## config.mk

```make
export PLATFORM = sky130hd
export DESIGN_NAME = hamming_arbitro
export DESIGN_NICKNAME = d
export VERILOG_FILES = /design/src/rtl/hamming_arbitro.sv
export SDC_FILE = /design/constraint.sdc
export NUM_CORES = 1
export LEC_CHECK = 0
export BUFFER_PORTS_ARGS = -buffer_cell sky130_fd_sc_hd__buf_2
export CORE_ASPECT_RATIO = 2
export CORE_MARGIN = 3
export CORE_UTILIZATION = 49
export CTS_CLUSTER_DIAMETER = 40
export CTS_CLUSTER_SIZE = 8
export DETAILED_ROUTE_END_ITERATION = 10
export PLACE_DENSITY = 0.86
export SLEW_MARGIN = 20
export SYNTH_ARGS = -nofsm -noshare
export SYNTH_HDL_FRONTEND = slang
export SYNTH_SLANG_ARGS = --single-unit
```

## constraint.sdc

```tcl
create_clock -name clk -period 3.76 [get_ports clk]
set_input_delay 0.752 -clock clk [delete_from_list [all_inputs] [get_ports clk]]
set_output_delay 0.752 -clock clk [all_outputs]
set_load 0.02 [all_outputs]
```

## src/rtl/hamming_arbitro.sv

```systemverilog
`default_nettype none
// ============================================================================
// Module   : hamming_arbitro
// Purpose  : Round-robin arbiter that shares one Hamming(15,11) encoder
//            between N_REQ requesters. It feeds a registered output slot
//            with a valid/ready handshake, tags each codeword with its
//            source index, and counts the codewords accepted downstream.
// Option   : HAMMING_PARIDADE_GLOBAL_EN - when defined, saida[15] carries
//            the overall (SECDED) parity of saida[14:0]; otherwise it is 0.
// Revision : 1.0 - initial release
// ============================================================================
module hamming_arbitro #(
    parameter  int N_REQ = 4,
    localparam int ID_W  = $clog2(N_REQ)
) (
    input  logic                  clk,
    input  logic                  rst_n,
    input  logic [N_REQ-1:0]      req_valid,
    input  logic [N_REQ*11-1:0]   req_dado,
    output logic [N_REQ-1:0]      req_ready,
    output logic                  saida_valid,
    input  logic                  saida_ready,
    output logic [15:0]           saida,
    output logic [ID_W-1:0]       saida_id,
    output logic [15:0]           contador
);

    localparam logic [ID_W-1:0] c_ULTIMO = ID_W'(N_REQ - 1);

    logic [ID_W-1:0] r_prox;
    logic            r_valid;
    logic [15:0]     r_saida;
    logic [ID_W-1:0] r_id;
    logic [15:0]     r_cont;

    logic            w_livre;
    logic            w_achou;
    logic            w_concede;
    logic [ID_W-1:0] w_sel;
    logic [ID_W:0]   w_idx;
    logic [10:0]     w_dado;

    // Hamming(15,11) codeword: {p4,p3,p2,p1,d}, bit 15 optional overall parity
    function automatic logic [15:0] codificar(input logic [10:0] d);
        logic p1, p2, p3, p4;
        logic [15:0] cw;
        p1 = d[0] ^ d[1] ^ d[3] ^ d[4] ^ d[6] ^ d[8] ^ d[10];
        p2 = d[0] ^ d[2] ^ d[3] ^ d[5] ^ d[6] ^ d[9] ^ d[10];
        p3 = d[1] ^ d[2] ^ d[3] ^ d[7] ^ d[8] ^ d[9] ^ d[10];
        p4 = d[4] ^ d[5] ^ d[6] ^ d[7] ^ d[8] ^ d[9] ^ d[10];
        cw = {1'b0, p4, p3, p2, p1, d};
`ifdef HAMMING_PARIDADE_GLOBAL_EN
        cw[15] = ^cw[14:0];
`else
        cw[15] = 1'b0;
`endif
        return cw;
    endfunction

    // Slot can take a new codeword when empty or being drained this cycle
    assign w_livre = !r_valid || saida_ready;

    // Cyclic search for the first valid requester starting at the pointer;
    // the extra index bit absorbs prox+k before folding back below N_REQ
    always_comb begin
        w_achou = 1'b0;
        w_sel   = '0;
        w_idx   = '0;
        for (int k = 0; k < N_REQ; k++) begin
            w_idx = {1'b0, r_prox} + (ID_W+1)'(k);
            if (w_idx >= (ID_W+1)'(N_REQ)) begin
                w_idx = w_idx - (ID_W+1)'(N_REQ);
            end
            if (!w_achou && req_valid[w_idx[ID_W-1:0]]) begin
                w_achou = 1'b1;
                w_sel   = w_idx[ID_W-1:0];
            end
        end
    end

    // Grant is suppressed while reset is held so no requester sees a transfer
    assign w_concede = w_livre && w_achou && rst_n;
    assign req_ready = w_concede ? ({{(N_REQ-1){1'b0}}, 1'b1} << w_sel) : '0;
    assign w_dado    = req_dado[int'(w_sel)*11 +: 11];

    // Output slot, round-robin pointer and accepted-codeword counter
    always_ff @(posedge clk or negedge rst_n) begin
        if (!rst_n) begin
            r_prox  <= '0;
            r_valid <= 1'b0;
            r_saida <= '0;
            r_id    <= '0;
            r_cont  <= '0;
        end else begin
            if (r_valid && saida_ready) begin
                r_cont <= r_cont + 16'd1;
            end
            if (w_concede) begin
                r_saida <= codificar(w_dado);
                r_id    <= w_sel;
                r_valid <= 1'b1;
                r_prox  <= (w_sel == c_ULTIMO) ? '0 : w_sel + ID_W'(1);
            end else if (saida_ready) begin
                r_valid <= 1'b0;
            end
        end
    end

    assign saida_valid = r_valid;
    assign saida       = r_saida;
    assign saida_id    = r_id;
    assign contador    = r_cont;

endmodule
`default_nettype wire

```

Word-level counts from Yosys, hierarchy flattened:

Index checks and enable logic that the tools add are counted.

* output and inout port bits: 39
* flip-flop bits (word level): 36
* word-level logic and storage cells: 86
* input bits: 51

* $mul: 1
* bitwise operators: 24
* $add $sub $neg: 9
* order comparisons: 8
* reduce and logical (&&, ||, !) cells: 12
* shift operators: 2
* multiplexer cells: 24
* equality and inequality tests: 1

Operators by type and width (count)
* 44-bit by 7-bit variable part select with 11-bit output: 1
* 1-bit bitwise XOR: 24
* 2-bit two-way mux: 9
* 16-bit by 1-bit adder with 16-bit output, second input constant: 1
* 2-bit by 3-bit < comparator with 1-bit output, second input constant: 4
* 1-bit two-way mux: 10
* 3-bit >= comparator, second input constant: 3
* 1-bit binary-select mux with 2-bit select: 4
* 2-bit by 1-bit subtractor with 2-bit output, second input constant: 4
* 2-bit by 2-bit adder with 3-bit output, second input constant: 2
* 1-bit logical AND: 6
* 2-bit by 4-bit multiplier with 6-bit output, second input constant: 1
* 1-bit logical NOT: 4
* 4-bit two-way mux: 1
* 1-bit by 2-bit left shift with 4-bit output, first input constant: 1
* 2-bit by 1-bit adder with 3-bit output, second input constant: 1
* 2-bit by 3-bit >= comparator with 1-bit output, second input constant: 1
* 2-bit by 1-bit adder with 2-bit output, second input constant: 1
* 2-bit equality test, second input constant: 1
* 2-bit nonzero test: 1
* 1-bit logical OR: 1

Depth between registers and ports, before layout:

* word-level depth: 22
* mapped depth: 10
* mapped depth without buffers: 8

Worst setup path after synthesis:

Ideal clock, no wire load.

* path type: input port to flip-flop
* from: input port req_valid[2]
* to: register r_saida[12], in the netlist saida[12]
* stages: 8
* arrival time: 2742 ps
* setup slack: 893 ps
* required time: 3635 ps
* cells stage by stage: mux2i_1 -> nor2_1 -> a311oi_4 -> buf_6 -> mux2i_1 -> xnor3_2 -> xnor3_1 -> mux2_2

* word-level cells in the longest chain between the ends: 20
* elaborated cells on any way between the ends: 32
* classes of those cells: mul: 1; shift: 1; mux: 16; bitwise: 6; reduce/logical: 8

Ends and longest elaborated chain
* start, declared: line 18 `input logic [N_REQ-1:0] req_valid,`
* 1-bit binary-select mux with 2-bit select: line 74 `if (!w_achou && req_valid[w_idx[ID_W-1:0]]) begin`
* 1-bit two-way mux (implied by the code): line 74
* 1-bit two-way mux: line 74
* 1-bit logical NOT: line 74
* 1-bit logical AND: line 74
* 1-bit two-way mux: line 74
* 1-bit logical NOT: line 74
* 1-bit logical AND: line 74
* 1-bit two-way mux: line 74
* 1-bit logical NOT: line 74
* 1-bit logical AND: line 74
* 2-bit two-way mux *: line 74
* net w_sel[0]: line 39 `logic [ID_W-1:0] w_sel;`
* 2-bit by 4-bit multiplier with 6-bit output *: line 84 `assign w_dado = req_dado[int'(w_sel)*11 +: 11];`
* 44-bit by 7-bit variable part select with 11-bit output *: line 84
* 1-bit bitwise XOR (5 in a row): line 48 `p2 = d[0] ^ d[2] ^ d[3] ^ d[5] ^ d[6] ^ d[9] ^ d[10];`
* 1-bit bitwise XOR *: line 48
* end signal, assigned: line 99 `r_saida <= codificar(w_dado);`
* end, declared: line 32 `logic [15:0] r_saida;`

Mark *: on every way through the listed nets, which the timed path passes. The rest lies on a longest branch. The select of a mux whose other input is x is not followed.
A chain may end at the register's enable or synchronous reset.

Worst setup path in the final report:

* from: input port req_valid[0]
* to: output port req_ready[0]

* word-level cells in the longest chain between the ends: 15
* elaborated cells on any way between the ends: 26
* classes of those cells: shift: 1; mux: 17; reduce/logical: 8

Ends and longest elaborated chain
* 1-bit binary-select mux with 2-bit select: line 74
* 1-bit two-way mux (implied by the code): line 74
* 1-bit two-way mux: line 74
* 1-bit logical NOT: line 74
* 1-bit logical AND: line 74
* 1-bit two-way mux: line 74
* 1-bit logical NOT: line 74
* 1-bit logical AND: line 74
* 1-bit two-way mux: line 74
* 1-bit logical NOT: line 74
* 1-bit logical AND: line 74
* 1-bit two-way mux: line 74
* 1-bit logical AND (2 in a row): line 82 `assign w_concede = w_livre && w_achou && rst_n;`
* 4-bit two-way mux *: line 83 `assign req_ready = w_concede ? ({{(N_REQ-1){1'b0}}, 1'b1} << w_sel) : '0;`
* end, declared: line 20 `output logic [N_REQ-1:0] req_ready,`

Mark *: on every way between the ends. The rest lies on a longest branch, timed or not. The select of a mux whose other input is x is not followed.

==> impl_metrics.yaml <==
place:
  hpwl_um: 3950
  finalWeightedCongestion: 0.861
  dpl_worst_slack_ns: 0.543
  portBuffers: 88
  dpl_cell_area_sq_um: 2690
  place_inst: 333
logic_synthesis:
  yosys_register_bits: 36
  yosys.area_share.simple_pct: 11.4
  syn-num-nets: 254
  synth_top_family_by_area: "multiplexers"
  ys_seq_area_share_pct: 40.4
  synthMuxAreaShare_pct: 19.2
  ys_warn_count: 0
  synth_xor_area_share_pct: 15.8
  synth_compound_area_share_pct: 6.45
  synth_cell_types: 35
  synthAdderAreaFrac_pct: 2.80
  netlist_area_sq_um: 2230
  netlist_instances: 198
  syn_avg_cell_area_sq_um: 11.3
global_route:
  grt_pass1_wl_um: 7670
  grt-ovfl-total: 0
  grt_max_degree: 37
  grt_pass1_vias: 1733
  grt_usage_pct: 19.2
  antenna_found_initial: 0
run:
  max-cap-violations: 0
pwr:
  power_mw: 1.87
  p_leak_nw: 1.48
  power_density_nw_per_um2: 673
  vdd_drop_max_mv: 0.509
timing:
  final-hold-violation-count: 0
  drv_slew: 0
  post-route-period-util_pct: 78.0
  skew_ns: 0.00298
  setup_violations: 0
  fin_crit_ns: 2.93
  worst_slack_ns: 0.827
  rsz0062_at_grt: "false"
  setup_tns_ns: 0
  hold_ws_ns: 0.486
  relSlewSlack_pct: 42.2
  worst_slew_pin_slew_ns: 0.868
  timing.fmax_mhz: 341
clock_tree:
  cts_setup_buffers: 0
  cts.reportedPaths.clkPinSlew_ns: 0.07
  htree_levels: 2
  root_buffer: "clkbuf_8"
  ctsHoldBuffers: 0
  cts_tree: "yes"
  cts_resized: 0
  clkSinkCount: 36
  clock_latency_ns: 0.28
  clockBufferDepth: 2
  cts_buffers: 5
status:
  status: "complete, no violations"
routing:
  post_drt_via_cell_ratio: 5.00
  first_pass_iters: 2
  vias: 1705
  wire_per_inst_um: 14.1
  highest_layer: "met4"
  wl_met2_um: 2700
  wirelength_um: 4820
  drtAntennaViolNets: 0
  post-route-drc-count: 0
  wl_met1_um: 1640
  wl_met3_um: 293
  drt_iter0_drc: 4
final_layout:
  stdcell_area_sq_um: 2780
  synthToLayoutAreaGrowth_pct: 24.4
  n_antenna_cell: 0
  fillerInstances: 377
  nNetsFinal: 342
  post-route-util_pct: 63.4
  instances_no_fill: 341
  drive_above_1_share_pct: 41.1
critical_path:
  reg2reg_depth: 8
  required_ns: 3.01
  crit_path_max_fanout: 15
  critPathLaunchType: "input port"
  cp-end-kind: "output port"
  critPathKind: "input port to output port"
  arrival_ns: 2.18
worst_hold_path:
  worstHoldPathType: "register to register"
  min_path_cells: 2
die:
  row_count: 34
  die_y_um: 101
  core_region_area_sq_um: 4380
  die_w_um: 53.7
  start_util_pct: 50.9
  ios: 90
  dieArea_sq_um: 5450
## metal layers
layer | GRT usage [%] | vias up
li1 | - | 846
met1 | 19.3 | 788
met2 | 35.1 | 56
met3 | 3.83 | 15
met4 | 9.45 | 0
met5 | 0 | -
## where the power goes
group	switching (mW)	leakage (nW)	internal, mW
logic	0.479	0.976	0.527
clock network	0.130	0.0455	0.149
registers	0.0882	0.455	0.497
total	0.697	1.48	1.17
## cells in the final DEF (no fill, tap or decap), types with 3 or more instances in the layout
cell / Yosys / layout
and2_1: 4 / 4
mux2_2: 11 / 11
o21ai_1: 10 / 10
nand3_1: 6 / 6
nand2_1: 29 / 29
xnor2_1: 13 / 13
a21oi_1: 4 / 4
ha_1: 5 / 5
xnor3_1: 5 / 5
xor2_1: 7 / 7
clkbuf_8: 0 / 6
inv_1: 3 / 3
mux2i_1: 23 / 23
dfrtp_1: 36 / 36
nor2_1: 7 / 7
buf_2: 0 / 88
nand2b_1: 3 / 3
## cell type report
cell class	count	area, sq um	area share, %
clock buffers	8	90.1	3.24
inverters	5	18.8	0.676
multi-input cells	148	1240	44.8
flip-flops and latches	36	901	32.4
well taps	54	67.6	2.43
repair buffers	90	455	16.4
## cells by family (layout without fill, tap and decap cells)
logic type | count (synthesis) | in the layout
and+or+nand+nor | 56 | 56
adders and majority gates | 5 | 5
DFF | 36 | 36
other | 1 | 1
buffers and inverters | 14 | 103
AOI/OAI and AO/OA | 20 | 20
xor gates and xnor gates | 28 | 28
muxes | 38 | 38
## sequential cells by signal (all words and copies together) (netlist names)
name / count
contador: 16
saida: 15
r_prox: 2
saida_id: 2
saida_valid: 1
## critical path: stages
cell and delay [ns]:
buf_2 0.14, mux2i_1 0.13, nor2_1 0.08, a311oi_4 0.24, buf_4 0.29, inv_2 0.08, ha_1 0.19, and2_1 0.12
buf_2 0.15
## synthesized netlist by cell type
cell,n,share of area [%]
mux2i_1,23,10
nand2_1,29,4.9
nor3_1,1,0.22
a21oi_1,4,0.90
buf_4,1,0.34
o21ai_1,10,2.2
xor2_1,7,2.7
xnor3_2,1,1.1
nand3_1,6,1.3
o2bb2a_4,1,0.90
o41ai_1,1,0.39
o21ai_0,2,0.45
inv_1,3,0.50
nor2_1,7,1.2
and4_1,1,0.39
o21ai_2,1,0.39
buf_6,4,2.0
xnor2_1,13,5.1
ha_1,5,2.8
mux2i_4,2,2.0
clkbuf_1,4,0.67
mux2_2,11,5.5
a311oi_4,1,1.2
inv_2,2,0.34
xor3_1,1,1.1
nor2b_1,2,0.56
and2_1,4,1.1
dfrtp_1,36,40
nand2b_1,3,0.84
nand4_1,2,0.56
mux2_4,2,1.3
xnor3_1,5,5.0
and3_1,1,0.28
xor2_2,1,0.73
conb_1,1,0.17
## final timing paths
kind	from	endpoint	slack, ns
max	req_valid[0]	req_ready[0]	0.83
min	saida[6]	saida[6]	0.49
max reg2reg	r_prox[1]	saida[12]	0.94
min reg2reg	saida[6]	saida[6]	0.49
max in group asynchronous	rst_n	saida[12]	2.88
min in group asynchronous	rst_n	saida[3]	0.57
Note: power is estimated with default switching activity, not from simulation.
